## config.mk

```make
export PLATFORM = sky130hd
export DESIGN_NAME = add_pipelined
export DESIGN_NICKNAME = d
export VERILOG_FILES = /design/src/rtl/add_pipelined.sv
export SDC_FILE = /design/constraint.sdc
export NUM_CORES = 1
export LEC_CHECK = 0
export CAP_MARGIN = 20
export CORE_ASPECT_RATIO = 1.75
export CORE_MARGIN = 5
export CORE_UTILIZATION = 40
export DETAILED_ROUTE_END_ITERATION = 8
export PLACE_DENSITY = 0.63
export SLEW_MARGIN = 40
export SYNTH_ARGS = -nofsm -noshare
export SYNTH_HDL_FRONTEND = slang
export SYNTH_SLANG_ARGS = --single-unit
```

## constraint.sdc

```tcl
create_clock -name clk -period 5.1 [get_ports clk]
set_input_delay 0.765 -clock clk [delete_from_list [all_inputs] [get_ports clk]]
set_output_delay 0.765 -clock clk [all_outputs]
set_load 0.005 [all_outputs]
```

## src/rtl/add_pipelined.sv

```systemverilog
`default_nettype none
// ============================================================================
// Module  : add_pipelined
// Brief   : N-bit adder/subtractor split into STAGES chunks with the carry
//           registered between chunks; valid/ready stream with global stall.
// Rev     : 1.0  initial release
// ============================================================================
module add_pipelined #(
    parameter int N      = 32,
    parameter int STAGES = 4
) (
    input  logic         clk,
    input  logic         rst,
    input  logic         in_valid,
    output logic         in_ready,
    input  logic [N-1:0] ina,
    input  logic [N-1:0] inb,
    input  logic         ci,
    input  logic         sub,
    output logic         out_valid,
    input  logic         out_ready,
    output logic [N-1:0] out,
    output logic         co,
    output logic         ovf
);

    localparam int c_cw   = N / STAGES;
    localparam int c_last = STAGES - 1;

    if ((STAGES < 1) || (STAGES > N)) begin : g_bad_stages
        $error("add_pipelined: STAGES must lie in 1..N");
    end
    if ((N % STAGES) != 0) begin : g_bad_split
        $error("add_pipelined: N must be a multiple of STAGES");
    end

    logic              w_adv;
    logic [N-1:0]      w_beff;
    logic              w_cin;
    logic              w_ovf;
    logic [STAGES-1:0] w_vin;
    logic [STAGES-1:0] w_cin_stg;
    logic [STAGES-1:0] w_co;
    logic [c_cw-1:0]   w_sum [STAGES];

    // Per-stage view of the beat as chunks: operand chunks above the stage,
    // finished sum chunks below it.
    logic [c_cw-1:0]   w_ain [STAGES][STAGES];
    logic [c_cw-1:0]   w_bin [STAGES][STAGES];
    logic [c_cw-1:0]   w_sin [STAGES][STAGES];

    logic [c_cw-1:0]   r_a   [STAGES][STAGES];
    logic [c_cw-1:0]   r_b   [STAGES][STAGES];
    logic [c_cw-1:0]   r_s   [STAGES][STAGES];
    logic [STAGES-1:0] r_v;
    logic [STAGES-1:0] r_c;
    logic              r_ovf;

    assign w_adv    = out_ready | ~r_v[c_last];
    assign in_ready = w_adv;
    assign w_beff   = sub ? ~inb : inb;
    assign w_cin    = sub ? ~ci  : ci;

    for (genvar k = 0; k < STAGES; k++) begin : g_stage
        if (k == 0) begin : g_head
            assign w_vin[0]     = in_valid;
            assign w_cin_stg[0] = w_cin;
            for (genvar j = 0; j < STAGES; j++) begin : g_chunk
                assign w_ain[0][j] = ina[j*c_cw +: c_cw];
                assign w_bin[0][j] = w_beff[j*c_cw +: c_cw];
                assign w_sin[0][j] = '0;
            end
        end else begin : g_body
            assign w_vin[k]     = r_v[k-1];
            assign w_cin_stg[k] = r_c[k-1];
            for (genvar j = 0; j < STAGES; j++) begin : g_chunk
                assign w_ain[k][j] = r_a[k-1][j];
                assign w_bin[k][j] = r_b[k-1][j];
                assign w_sin[k][j] = r_s[k-1][j];
            end
        end
        assign {w_co[k], w_sum[k]} = {1'b0, w_ain[k][k]} + {1'b0, w_bin[k][k]}
                                   + {{c_cw{1'b0}}, w_cin_stg[k]};
    end

    // Sign bits of the top chunk are still visible at the last stage.
    assign w_ovf = (w_ain[c_last][c_last][c_cw-1] == w_bin[c_last][c_last][c_cw-1])
                && (w_sum[c_last][c_cw-1] != w_ain[c_last][c_last][c_cw-1]);

    always_ff @(posedge clk or negedge rst) begin
        if (!rst) begin
            r_v   <= '0;
            r_c   <= '0;
            r_ovf <= 1'b0;
            for (int k = 0; k < STAGES; k++) begin
                for (int j = 0; j < STAGES; j++) begin
                    r_a[k][j] <= '0;
                    r_b[k][j] <= '0;
                    r_s[k][j] <= '0;
                end
            end
        end else if (w_adv) begin
            r_v   <= w_vin;
            r_c   <= w_co;
            r_ovf <= w_ovf;
            for (int k = 0; k < STAGES; k++) begin
                for (int j = 0; j < STAGES; j++) begin
                    if (j < k) begin
                        r_s[k][j] <= w_sin[k][j];
                    end else if (j == k) begin
                        r_s[k][j] <= w_sum[k];
                    end else begin
                        r_a[k][j] <= w_ain[k][j];
                        r_b[k][j] <= w_bin[k][j];
                    end
                end
            end
        end
    end

    for (genvar j = 0; j < STAGES; j++) begin : g_out
        assign out[j*c_cw +: c_cw] = r_s[c_last][j];
    end

    assign out_valid = r_v[c_last];
    assign co        = r_c[c_last];
    assign ovf       = r_ovf;

endmodule
`default_nettype wire

```

==> results by group, run 1 <==
Run status
  • Status: finished clean

Critical path
  • Setup crit start kind: primary input
  • Crit Path Category: in2out
  • Worst Path Required: roughly 4.3 ns
  • CP endpoint kind: output port
  • Worst EP arrival: 2.50 ns
  • Crit-path max FO: slightly below 70

Layout
  • Share of cells above drive strength 1: 5.01%
  • Fillers: between 2000 and 2500
  • Area occupied by multi-input gates: between 3000 and 4000 um2
  • Sequential cell area: roughly 4600 um2
  • Most common cell after layout, fill and taps aside: nand2_1
  • Area Growth Syn to Fin: 18.8%
  • Fin util: between 40% and 50%
  • Commonest cells after routing, fill and taps aside: nand2_1 (443), dfrtp_1 (185), clkdlybuf4s50_1 (103)
  • Final nets: between 1000 and 1500
  • Antenna diodes: 0

Synthesis
  • Post-synth cell types: 37
  • Mean area per synthesized cell: a little over 9 um2
  • Post-Synthesis Net Count: ~1100
  • Largest family of logic cells by synthesized area: simple AND/OR/NAND/NOR gates
  • Ys async rst share: 100%
  • Simple-gate share of the synthesized area: about 22%
  • Mux contribution to synthesized area: 0%
  • Register area share after synthesis: between 50 and 60%
  • Synth Area in Compound Gates: 8.17%
  • Adder-cell area share of the yosys netlist: under 10%
  • Fraction of synthesized cell area in xor and xnor cells: 5.07%
  • Post-synth EDFFs: 0
  • Ys Warns: 0
  • Register bit count reported by yosys: 185
  • Post-Synthesis Cells: roughly 950
  • Post-synth top flop: dfrtp_1
  • Post-Synthesis Cell Area: between 8000 and 9000 um2

Global route
  • Largest net degree at the start of global routing: 227
  • First-pass GRT wire length: between 20000 and 30000 um
  • Gr busiest metal: met2
  • Grt met3 use: between 2 and 3%
  • M1 GR Usage: 18.8%
  • GRT Total Usage: between 10% and 20%
  • Grt met2 use: about a quarter
  • Initial antenna violation count: 0
  • Vias in the first global route: 5901
  • Congestion Overflow GR: 0

Clock network
  • Clock transition at path regs: around 0.070 ns
  • Max H-tree Level: 4
  • TritonCTS buffer count: 17
  • Clk sinks: approximately 190
  • Skew-Pair Late Insertion Delay: approximately 0.43 ns
  • Cts hold-fix bufs: 0
  • Root buf cell: clkbuf_16
  • Postcts setup bufs: 0
  • Post_cts resized: 0
  • CTS tree: done
  • CTS max path bufs: 2

STA
  • F_max: 0.306 GHz
  • RSZ-0062 raised after global routing: no
  • Min cycle time layout: 3.26 ns
  • Final setup skew: around 0.0074 ns
  • Worst slew margin: 51.4%
  • Setup_tns: 0 ns
  • Final setup fails: 0
  • Worst Tran Pin Value: between 0.7 and 0.8 ns
  • Tcrit/Tclk final: ~64%
  • Fin. max-slew vios: 0
  • Final Hold Violating Endpoints: 0

Power and ir drop
  • Total power per unit cell area: about 600 nW/um2
  • IR drop worst, VDD: 223 uV
  • Static leakage: 4.91 nW

Die
  • Die ar.: 24800 um2
  • Core Area: about 21000 um2
  • I/O pin total: roughly 110
  • Die height: approximately 200 um
  • FP Rows: ~70
  • Die W: approximately 120 um
  • Initial Util: between 40 and 50%

Route
  • Antenna-violating nets left: 0
  • DR iter-0 viols: approximately 380
  • Detailed Routing Iterations Pass 1: 6
  • DRC Markers: 0
  • Routed WL: roughly 17000 um
  • Routed vias: approximately 6000
  • Vias/cell: approximately 4.6
  • WL/cell: ~13 um

Min path
  • Min-Delay Path Class: in2async

Place
  • GP Congestion: 0.819
  • I/O Buffers: about 110
  • Dpl hpwl: approximately 12000 um

Job
  • Max-Cap Viols: 0
==> worst max-delay path: stages <==
cell	delay, ns
clkdlybuf4s50_1	0.50
nor2b_4	0.06
inv_4	0.49
clkdlybuf4s50_1	0.63
==> registers in the layout (all words and copies together) (netlist names) <==
| register | cells |
|---|---|
| r_c | 4 |
| r_v | 4 |
| r_s | 48 |
| ovf | 1 |
| r_b | 48 |
| out | 32 |
| r_a | 48 |
==> per-layer routing <==
metal / share of wire (%) / routed length, um
met3: 2.9 / 495
met5: 0 / 0
met1: 43 / 7520
met2: 51 / 8850
met4: 2.6 / 450
==> power by group <==
group	total (mW)	internal (mW)	switching, mW
Combinational	2.31	1.06	1.24
Sequential	2.50	2.12	0.376
Clock	1.29	0.707	0.581
==> final cells by class <==
| type | instances | area share [%] |
|---|---|---|
| flip-flops and latches | 185 | 45.1 |
| multi-input cells | 680 | 34.3 |
| repair buffers | 111 | 11.1 |
| clock buffers | 21 | 4.49 |
| well taps | 292 | 3.56 |
| clock inverters | 11 | 1.12 |
| inverters | 9 | 0.354 |
==> path summary, 6_finish.rpt <==
check / start / end / slack (ns) / depth (start not counted)
worst max-delay path: out_ready / in_ready / 1.84 / 4
worst min-delay path: rst / r_a[113] / 0.34 / 1
worst max register to register: r_a[32] / out[30] / 2.73 / 7
worst min register to register: r_v[2] / r_v[2] / 0.46 / 2
max in group asynchronous: rst / r_s[40] / 3.64 / 2
min in group clk: r_v[2] / r_v[2] / 0.46 / 2
==> synth_stat cells (all sizes together), types with 5 or more instances <==
master / count / area share (%)
nor3: 12 / 0.70
ha: 28 / 4.1
fa: 8 / 1.9
nor2: 13 / 0.56
dfrtp: 185 / 54
buf: 73 / 5.2
a21o: 5 / 0.43
a21oi: 19 / 1.1
nand2: 443 / 19
a211oi: 9 / 1.0
xor2: 23 / 2.3
xnor2: 27 / 2.7
o21ai: 61 / 3.6
o211ai: 5 / 0.43
inv: 9 / 0.39
==> logic make-up (layout without fill, tap and decap cells) <==
group           Yosys count  in the layout
simple gates            480            480
flops                   185            185
compound gates          114            114
buf+inv                  86            152
xor+xnor                 50             50
fa+ha+maj                36             36
==> metrics by stage <==
step	total power, mW	setup WS [ns]	cell area, um2	hold WS, ns	instances
6_report	6.09	1.84	10300	0.342	1309
3_5_place_dp	4.85	1.81	9650	0.448	1276
2_1_floorplan	4.23	2.21	8640	0.430	951
3_3_place_gp	4.76	1.82	9650	0.444	1276
5_1_grt	6.63	1.76	10300	0.389	1309
4_1_cts	6.17	1.83	10200	0.374	1308
Power figures use the tool's default switching activity.
==> run 2, diff against run 1 <==
Clock period 5.1 ns to 3.19 ns, I/O delays scaled along.
==> run 2 against run 1 <==
Compared with the run above: core utilization increased by 0.23 points; sequential cell count unchanged; clock skew is 0.0011 ns higher; register-to-register slack got worse by 1.9 ns; via count up 0.78%; highest routed layer unchanged.
==> results by group, run 2 (same netlist as run 1, synthesis figures left out) <==
Global route
  • GRT Total Usage: around 15%
  • Initial antenna violation count: 0
  • First-pass GRT wire length: roughly 30000 um
  • Vias in the first global route: 5959
  • Largest net degree at the start of global routing: around 150
  • Congestion Overflow GR: 0

STA
  • Final setup skew: between 0.008 and 0.009 ns
  • WHS: between 0.03 and 0.04 ns
  • Worst Tran Pin Value: 0.745 ns
  • Min cycle time layout: ~2.4 ns
  • Worst slew margin: approximately half
  • Fin. max-slew vios: 0
  • Setup_tns: 0 ns
  • Tcrit/Tclk final: 74.0%
  • F_max: 0.424 GHz
  • Final setup fails: 0
  • Final Hold Violating Endpoints: 0
  • RSZ-0062 raised after global routing: no

Critical path
  • FF-to-FF Start: r_a[32]
  • Crit Path Category: in2reg
  • Crit-path max FO: 3
  • Crit path from: inb[0]
  • CP endpoint kind: flop
  • Slowest cell on crit path: fa_1
  • Critical Path Max Stage Delay: between 0.4 and 0.5 ns
  • Worst EP arrival: approximately 2.7 ns
  • Worst Path Required: between 3 and 4 ns
  • CP cell instances: clkdlybuf4s50_1, xor2_1, fa_1, inv_1, fa_1, nor2b_4, o31a_1, o21ai_2, a21oi_1, a211o_1
  • Setup crit start kind: primary input
  • Reg2reg setup slack: approximately 0.86 ns
  • Worst Path Buf+Inv: 2
  • Cell family with most CP delay: compound AO/OA/AOI/OAI gates
  • Most used cell, CP: fa_1

Power and ir drop
  • Total power per unit cell area: approximately 940 nW/um2
  • IR drop worst, VDD: around 370 uV
  • Static leakage: between 4 and 5 nW
  • Design Power: about 9.7 mW

Route
  • Routed vias: 6039
  • Vias/cell: between 4 and 5
  • Detailed Routing Iterations Pass 1: 4
  • DRC Markers: 0
  • Antenna-violating nets left: 0
  • WL/cell: approximately 13 um
  • DR iter-0 viols: approximately 400
  • Routed WL: 17400 um

Clock network
  • Cts hold-fix bufs: 0
  • Clk sinks: between 150 and 200
  • Post_cts resized: 0
  • Max H-tree Level: 4
  • TritonCTS buffer count: 17
  • Skew-Pair Late Insertion Delay: between 0.4 and 0.5 ns
  • CTS tree: done
  • Clock transition at path regs: roughly 0.060 ns
  • Postcts setup bufs: 0
  • CTS max path bufs: 2
  • Root buf cell: clkbuf_16

Place
  • Dpl hpwl: around 12000 um
  • GP Congestion: about 0.82
  • I/O Buffers: 105

Layout
  • Final nets: 1117
  • Top flop regs: r_a (48), r_b (48), r_s (48)
  • Most common cell after layout, fill and taps aside: nand2_1
  • Antenna diodes: 0
  • Share of cells above drive strength 1: 5.58%
  • Fillers: 2043
  • Commonest cells after routing, fill and taps aside: nand2_1 (443), dfrtp_1 (185), clkdlybuf4s50_1 (103)
  • Area Growth Syn to Fin: 19.4%

Die
  • Die W: approximately 120 um
  • I/O pin total: approximately 110
  • Initial Util: 40.4%
  • Core Area: roughly 21000 um2
  • Die ar.: ~25000 um2
  • FP Rows: 71
  • Die height: 204 um

Run status
  • Status: finished clean

Min path
  • Min-Delay Path Class: in2async

Job
  • Max-Cap Viols: 0
## run 2: cell types whose count changed in the layout (fill, tap and decap cells not counted), sizes merged
| cell | change |
|---|---|
| clkinvlp | +2 |
| bufinv | +1 |
| clkinv | -4 |
| buf | +8 |
| clkbuf | -3 |
## run 2: final cells by class
class	instances	area, um2	area share, %
flip-flops and latches	185	4630	44.9
multi-input cells	680	3520	34.1
repair buffers	118	1190	11.5
clock buffers	19	453	4.39
well taps	292	365	3.54
clock inverters	10	121	1.18
inverters	9	36.3	0.352
## run 2: path summary, 6_finish.rpt
check | cells past startpoint | endpoint
worst min-delay path | 1 | r_s[81]
max in group asynchronous | 2 | r_s[121]
worst max register to register | 7 | out[30]
worst min register to register | 2 | r_v[2]
worst max-delay path | 10 | r_c[0]
min in group clk | 2 | r_v[2]
## run 2: per-stage QoR
step / setup slack (ns) / std cells / area [um2] / utilization, %
after floorplan: 0.585 / 951 / 8640 / -
after global placement: 0.414 / 1284 / 9740 / 45.5
after detailed placement: 0.395 / 1284 / 9740 / 45.5
after CTS: 0.847 / 1313 / 10300 / 48.2
after global routing: 0.702 / 1313 / 10300 / 48.2
final: 0.830 / 1313 / 10300 / 48.2
## run 2: per-layer routing
layer,routed length (um),vias up,share of wire (%),global-route usage [%]
met5,0,-,0,0
met4,300,0,1.7,5.27
met3,571,15,3.3,2.66
met2,8930,97,51,26.1
met1,7550,2813,44,18.9
li1,-,3114,-,-
## run 2: worst register-to-register path, delay by kind of cell, from the launching register on
kind / cells / cell delay, ns
DFF: 1 / 0.40
xor gates and xnor gates: 1 / 0.16
adders and majority gates: 2 / 0.97
AOI/OAI and AO/OA: 4 / 0.68
## run 2: report_power, final
part           switching, mW  leakage (nW)  total [mW]  internal (mW)
clock                  0.877         0.270        2.06           1.19
combinational           1.95          2.43        3.66           1.71
sequential             0.614          2.24        4.01           3.39
